$ cat src/rtl/pkt_chk_pkg.sv
// ============================================================================
// Module   : pkt_chk_pkg
// Brief    : Shared types and channel codes for the pkt_chk_d framing checker.
// Revision : 1.0
// ============================================================================
`default_nettype none

package pkt_chk_pkg;

    typedef enum logic [1:0] {
        ST_IDLE = 2'd0,
        ST_PKT  = 2'd1,
        ST_DROP = 2'd2
    } state_t;

    localparam logic [1:0] CH_A   = 2'd0;
    localparam logic [1:0] CH_B   = 2'd1;
    localparam logic [1:0] CH_C   = 2'd2;
    localparam logic [1:0] CH_BAD = 2'd3;

    typedef struct packed {
        logic       vld;
        logic       sop;
        logic       eop;
        logic [7:0] data;
        logic [1:0] chan;
    } beat_t;

endpackage

`default_nettype wire

$ cat src/rtl/sat_cnt.sv
// ============================================================================
// Module   : sat_cnt
// Brief    : CNT_W-bit counter with a 2-bit increment that sticks at all-ones.
// Revision : 1.0
// ============================================================================
`default_nettype none

module sat_cnt
    import pkt_chk_pkg::*;
#(
    parameter int CNT_W = 16
) (
    input  logic             clk,
    input  logic             rst_n,
    input  logic [1:0]       inc_i,
    output logic [CNT_W-1:0] cnt_o
);

    logic [CNT_W-1:0] cnt_q;
    logic [CNT_W-1:0] cnt_d;
    logic [CNT_W:0]   w_sum;

    always_comb begin
        w_sum = {1'b0, cnt_q} + {{(CNT_W-1){1'b0}}, inc_i};
        cnt_d = w_sum[CNT_W] ? {CNT_W{1'b1}} : w_sum[CNT_W-1:0];
    end

    always_ff @(posedge clk or negedge rst_n) begin
        if (!rst_n) begin
            cnt_q <= '0;
        end else begin
            cnt_q <= cnt_d;
        end
    end

    assign cnt_o = cnt_q;

endmodule

`default_nettype wire

$ cat src/rtl/pkt_chk_d.sv
// ============================================================================
// Module   : pkt_chk_d
// Brief    : Framing checker / statistics stage behind the fifo_p merger.
//            Statistics counters are built only when PKT_CHK_STAT_EN is defined.
// Revision : 1.0
// ============================================================================
`default_nettype none

module pkt_chk_d #(
    parameter int MAX_LEN = 32,
    parameter int CNT_W   = 16
) (
    input  logic             clk,
    input  logic             rst_n,
    input  logic             data_d_vld,
    input  logic             data_d_sop,
    input  logic             data_d_eop,
    input  logic [7:0]       data_d,
    input  logic [1:0]       chan_d,
    output logic             data_o_vld,
    output logic             data_o_sop,
    output logic             data_o_eop,
    output logic [7:0]       data_o,
    output logic [1:0]       chan_o,
    output logic             data_o_err,
    output logic [CNT_W-1:0] pkt_cnt_a,
    output logic [CNT_W-1:0] pkt_cnt_b,
    output logic [CNT_W-1:0] pkt_cnt_c,
    output logic [CNT_W-1:0] err_cnt
);

    import pkt_chk_pkg::*;

    localparam logic [7:0] c_MAX_LEN = 8'(MAX_LEN);

    state_t     state_q, state_d;
    logic [7:0] len_q, len_d;
    beat_t      s1_q;
    logic       s1_full_q;
    logic       s1_err_q;

    logic       o_vld_q, o_sop_q, o_eop_q, o_err_q;
    logic [7:0] o_data_q;
    logic [1:0] o_chan_q;

    beat_t      w_in;
    beat_t      w_cap_beat;
    logic [7:0] w_len_nxt;
    logic       w_rel, w_rel_eop, w_rel_err;
    logic       w_cap, w_cap_eop, w_cap_err;
    logic       w_start;
    logic       w_err_new;

    assign w_in      = {data_d_vld, data_d_sop, data_d_eop, data_d, chan_d};
    assign w_len_nxt = len_q + 8'd1;

    always_comb begin
        state_d   = state_q;
        len_d     = len_q;
        w_rel     = 1'b0;
        w_rel_eop = s1_q.eop;
        w_rel_err = s1_err_q;
        w_cap     = 1'b0;
        w_cap_eop = w_in.eop;
        w_cap_err = 1'b0;
        w_start   = 1'b0;
        w_err_new = 1'b0;

        // Outside PKT the holding register only ever holds an EOP beat
        // waiting for its one-cycle release.
        if (state_q != ST_PKT && s1_full_q && s1_q.vld && s1_q.eop) begin
            w_rel = 1'b1;
        end

        case (state_q)
            ST_IDLE: begin
                if (w_in.vld) begin
                    w_start = 1'b1;
                end
            end
            ST_DROP: begin
                if (w_in.vld) begin
                    if (w_in.sop) begin
                        w_start = 1'b1;
                    end else if (w_in.eop) begin
                        state_d = ST_IDLE;
                    end
                end
            end
            ST_PKT: begin
                if (w_in.vld) begin
                    w_rel = 1'b1;
                    if (w_in.sop || (w_in.chan != s1_q.chan)) begin
                        // Truncate: held beat leaves as a forced, errored EOP.
                        w_rel_eop = 1'b1;
                        w_rel_err = 1'b1;
                        w_start   = 1'b1;
                        state_d   = ST_IDLE;
                    end else begin
                        w_cap = 1'b1;
                        len_d = w_len_nxt;
                        if (w_in.eop) begin
                            state_d = ST_IDLE;
                        end else if (w_len_nxt == c_MAX_LEN) begin
                            w_cap_eop = 1'b1;
                            w_cap_err = 1'b1;
                            state_d   = ST_DROP;
                        end
                    end
                end
            end
            default: state_d = ST_IDLE;
        endcase

        if (w_start) begin
            if (!w_in.sop) begin
                w_err_new = 1'b1;
                state_d   = ST_IDLE;
            end else if (w_in.chan == CH_BAD) begin
                w_err_new = 1'b1;
                state_d   = ST_DROP;
            end else begin
                w_cap     = 1'b1;
                w_cap_eop = w_in.eop;
                len_d     = 8'd1;
                state_d   = w_in.eop ? ST_IDLE : ST_PKT;
            end
        end
    end

    always_comb begin
        w_cap_beat     = w_in;
        w_cap_beat.eop = w_cap_eop;
    end

    always_ff @(posedge clk or negedge rst_n) begin
        if (!rst_n) begin
            state_q   <= ST_IDLE;
            len_q     <= '0;
            s1_q      <= '0;
            s1_full_q <= 1'b0;
            s1_err_q  <= 1'b0;
            o_vld_q   <= 1'b0;
            o_sop_q   <= 1'b0;
            o_eop_q   <= 1'b0;
            o_err_q   <= 1'b0;
            o_data_q  <= '0;
            o_chan_q  <= '0;
        end else begin
            state_q <= state_d;
            len_q   <= len_d;
            if (w_cap) begin
                s1_q      <= w_cap_beat;
                s1_full_q <= 1'b1;
                s1_err_q  <= w_cap_err;
            end else if (w_rel) begin
                s1_full_q <= 1'b0;
            end
            o_vld_q  <= w_rel;
            o_sop_q  <= w_rel & s1_q.sop;
            o_eop_q  <= w_rel & w_rel_eop;
            o_err_q  <= w_rel & w_rel_eop & w_rel_err;
            o_data_q <= w_rel ? s1_q.data : 8'd0;
            o_chan_q <= w_rel ? s1_q.chan : 2'd0;
        end
    end

    assign data_o_vld = o_vld_q;
    assign data_o_sop = o_sop_q;
    assign data_o_eop = o_eop_q;
    assign data_o_err = o_err_q;
    assign data_o     = o_data_q;
    assign chan_o     = o_chan_q;

`ifdef PKT_CHK_STAT_EN
    logic       w_rel_good;
    logic [1:0] w_inc_a, w_inc_b, w_inc_c, w_inc_err;

    assign w_rel_good = w_rel & w_rel_eop & ~w_rel_err;
    assign w_inc_a    = {1'b0, w_rel_good & (s1_q.chan == CH_A)};
    assign w_inc_b    = {1'b0, w_rel_good & (s1_q.chan == CH_B)};
    assign w_inc_c    = {1'b0, w_rel_good & (s1_q.chan == CH_C)};
    // A truncation and an illegal new sop can land on the same edge.
    assign w_inc_err  = {1'b0, w_rel & w_rel_eop & w_rel_err} + {1'b0, w_err_new};

    sat_cnt #(.CNT_W(CNT_W)) u_cnt_a (.clk(clk), .rst_n(rst_n), .inc_i(w_inc_a),   .cnt_o(pkt_cnt_a));
    sat_cnt #(.CNT_W(CNT_W)) u_cnt_b (.clk(clk), .rst_n(rst_n), .inc_i(w_inc_b),   .cnt_o(pkt_cnt_b));
    sat_cnt #(.CNT_W(CNT_W)) u_cnt_c (.clk(clk), .rst_n(rst_n), .inc_i(w_inc_c),   .cnt_o(pkt_cnt_c));
    sat_cnt #(.CNT_W(CNT_W)) u_cnt_e (.clk(clk), .rst_n(rst_n), .inc_i(w_inc_err), .cnt_o(err_cnt));
`else
    logic w_stat_unused;
    assign w_stat_unused = w_err_new;
    assign pkt_cnt_a     = '0;
    assign pkt_cnt_b     = '0;
    assign pkt_cnt_c     = '0;
    assign err_cnt       = '0;
`endif

endmodule

`default_nettype wire

$ cat config.mk
export PLATFORM = sky130hd
export DESIGN_NAME = pkt_chk_d
export DESIGN_NICKNAME = d
export VERILOG_FILES = /design/src/rtl/pkt_chk_pkg.sv /design/src/rtl/sat_cnt.sv /design/src/rtl/pkt_chk_d.sv
export SDC_FILE = /design/constraint.sdc
export NUM_CORES = 1
export LEC_CHECK = 0
export BUFFER_PORTS_ARGS = -buffer_cell sky130_fd_sc_hd__buf_4
export CAP_MARGIN = 40
export CORE_MARGIN = 2
export CORE_UTILIZATION = 44
export DETAILED_ROUTE_END_ITERATION = 10
export GPL_ROUTABILITY_DRIVEN = 0
export HOLD_SLACK_MARGIN = 0.15
export PLACE_DENSITY = 0.82
export SYNTH_ARGS = -nofsm -noshare
export SYNTH_HDL_FRONTEND = slang
export SYNTH_SLANG_ARGS = --single-unit
$ cat constraint.sdc
create_clock -name clk -period 1.8 [get_ports clk]
set_input_delay 0.09 -clock clk [delete_from_list [all_inputs] [get_ports clk]]
set_output_delay 0.09 -clock clk [all_outputs]
set_load 0.005 [all_outputs]
==> impl_metrics.toml <==
[logic_synthesis]
syn_area_um2 = 2296
synth_edf_count = 0
yosysTopAreaCellShare_pct = 42.51
syn_inst = 228
synth.yosys.warnings = 0
synth-async-reset-ratio_pct = 100.0
seq_area_frac_synth_pct = 42.51
synth.largest_area_cell = "dfrtp_1"
ys.flop_type = "dfrtp_1"
avgSynthCellArea_um2 = 10.07
synth_seq_cells = 39
ys_top_cells_by_area = "dfrtp_1, buf_4, and2_1"
ys_types = 42

[cts]
clock_path_buffers = 2
cts_sinks = 39
clk_latency_ns = 0.30
cts_buffers = 5
root_buffer = "clkbuf_8"
htreeDepth = 2
cts.clk_slew.worst_paths_ns = 0.07
tritoncts = "yes"

[final_layout]
drive_gt1_share_pct = 35.62
antenna_cells = 0
fin_nets = 326
n_fill_cell = 394
register_area_um2 = 975.9
layout_commonest_cell = "conb_1"
multi_input_area_um2 = 1237
synthToLayoutAreaGrowth_pct = 33.24
layoutNonFillerInstCount = 376
most-common-layout-cells = "conb_1, buf_4, dfrtp_1, nand2_1"
post-route-util_pct = 60.28

[drt]
via_per_inst = 4.633
routed_wl_um = 5151
dr_total_vias = 1742
highest_layer = "met4"
met1_length_um = 1886
dr_wl_met2_um = 2797
post-route-drc-count = 0
wl_per_cell_um = 13.70
drtIter0Drc = 92
ant_nets = 0
dr.pass1.iters = 4
wl_met3_um = 338

[power]
p_sw_share_pct = 33.29
p_clk_share_pct = 19.0
seqPwrFrac_pct = 34.1
vdd_drop_max_v = 0.0005257
internal_power_mw = 2.590
power.leakage_nw = 1.512
power.net_switching_mw = 1.292
combinationalPowerShare_pct = 46.9
powerDensity_nw_per_um2 = 1269

[worst_setup_path]
cp_max_fo = 4
worstSetupStartpoint = "state_q[0]$_DFFE_PN0P_"
r2r-end = "s1_q[6]$_DFFE_PN0P_"
worst_setup_path_end_kind = "flop"
startpoint_type = "flop"
r2r_start = "state_q[0]$_DFFE_PN0P_"
cp_data_required_time_ns = 1.99
r2r_slack_ns = -0.08
crit_end = "s1_q[6]$_DFFE_PN0P_"
reg2regPathDepth = 8
path_class = "reg -> reg"
cp_data_arrival_time_ns = 2.06

[timing]
finalSetupViolCount = 14
timing.final.crit_share_pct = 104.3
finalMaxSlewViolations = 0
setup_slack_ns = -0.07741
finalClockSkew_ns = 0.003915
finalCriticalPeriod_ns = 1.877
hold_violations = 0
rsz0062_at_grt = "yes"
clock.fmax_ghz = 0.5327

[global_route]
track_usage_pct = 16.95
antenna_found_initial = 0
grt.overflow.total = 0
grt_pass1_wl_um = 7790
grt_max_degree = 40
grt_pass1_vias = 1652

[floorplanning]
placementRows = 26
die_width_um = 76.24
start_util_pct = 45.24
die_h_um = 76.24
ios = 93
dieArea_um2 = 5812
core_um2 = 5075

[placement]
place_hpwl_um = 3133
placed_cells = 339
place_ws_ns = -0.2381
portBuffers = 28

[outcome]
outcome = "complete, but fails checks"
violations = "setup timing"

[job]
drv_cap = 0

[min_path]
hold_class = "in -> reg"
## timing repair
action	4_1_cts	5_1_grt
setup buffers	13	2
resized for setup	25	15
hold buffers	13	0
cloned	1	0
setup endpoints to repair	20	23
endpoints found under the hold margin	51	0
pin swaps	12	5
## final cells by class
type / instances / share of cell area [%]
multi-input cells: 179 / 40.45
flip-flops and latches: 39 / 31.90
clock inverters: 3 / 1.431
clock buffers: 5 / 2.249
inverters: 5 / 0.6135
repair buffers: 75 / 20.49
well taps: 70 / 2.863
## logic make-up after synthesis
| family | Yosys count | synth area share, % |
|---|---|---|
| AOI/OAI and AO/OA | 23 | 6.595 |
| xor gates and xnor gates | 9 | 3.433 |
| adders and majority gates | 6 | 3.270 |
| buffers and inverters | 74 | 23.22 |
| DFF | 39 | 42.51 |
| muxes | 11 | 5.340 |
| other | 1 | 0.1633 |
| and+or+nand+nor | 65 | 15.48 |
## layer usage
| layer | track usage (%) | vias up |
|---|---|---|
| met4 | 6.364 | 0 |
| met2 | 32.39 | 91 |
| li1 | - | 790 |
| met3 | 3.673 | 12 |
| met5 | 0 | - |
| met1 | 18.07 | 849 |
## flip-flops by register name, indices dropped and copies added (netlist names)
register,flops
data_o,8
chan_o,2
data_o_eop,1
len_q,8
s1_full_q,1
s1_q,13
state_q,2
data_o_sop,1
data_o_err,1
s1_err_q,1
data_o_vld,1
## how the worst min path moves through the flow
stage                    start               endpoint  slack, ns  cells after the start
floorplan                rst_n    chan_o[0]$_DFF_PN0_      -0.21                      0
global placement         rst_n   data_o_err$_DFF_PN0_       0.08                      1
detailed placement       rst_n   data_o_err$_DFF_PN0_       0.09                      1
CTS                 data_d_vld  s1_full_q$_DFFE_PN0P_       0.26                      5
global route        data_d_vld  s1_full_q$_DFFE_PN0P_       0.28                      5
finish              data_d_vld  s1_full_q$_DFFE_PN0P_       0.27                      5
## stage by stage
| step | instance area [µm²] | hold slack [ns] | TNS, ns | total power [mW] |
|---|---|---|---|---|
| after floorplan | 2590 | -0.2056 | -0.7656 | 2.179 |
| after global placement | 2509 | 0.08146 | -1.514 | 2.585 |
| after detailed placement | 2509 | 0.09069 | -2.543 | 2.663 |
| after CTS | 2972 | 0.2585 | -0.2883 | 3.686 |
| after global routing | 3059 | 0.2839 | -1.729 | 4.090 |
| final | 3059 | 0.2684 | -0.6349 | 3.882 |
## power by group through the flow
stage / combinational, mW / sequential, mW / clock [mW]
after floorplan: 0.856 / 1.32 / 0
after global placement: 1.27 / 1.31 / 0
after detailed placement: 1.34 / 1.33 / 0
after CTS: 1.62 / 1.31 / 0.753
after global routing: 1.95 / 1.35 / 0.785
final: 1.82 / 1.32 / 0.737
## worst max-delay path, cell delays in order (launching register included)
cell,delay (ns)
dfrtp_1,0.42
buf_4,0.16
ha_4,0.16
nor2b_4,0.13
a21boi_4,0.19
and3_4,0.23
nor2_4,0.06
buf_6,0.14
mux2_4,0.29
## cell usage after synthesis (3+ instances only)
cell	instances
inv_1	5
mux2_1	5
nor2_1	8
nor2b_1	3
buf_4	66
dfrtp_1	39
ha_1	6
xor2_1	7
nand2_1	17
or3_1	3
a21oi_1	3
nand4_1	3
a31oi_1	3
o21ai_0	6
mux2_2	5
nand3_1	3
and2_1	13
No activity file was read; power rests on OpenSTA's default activity.
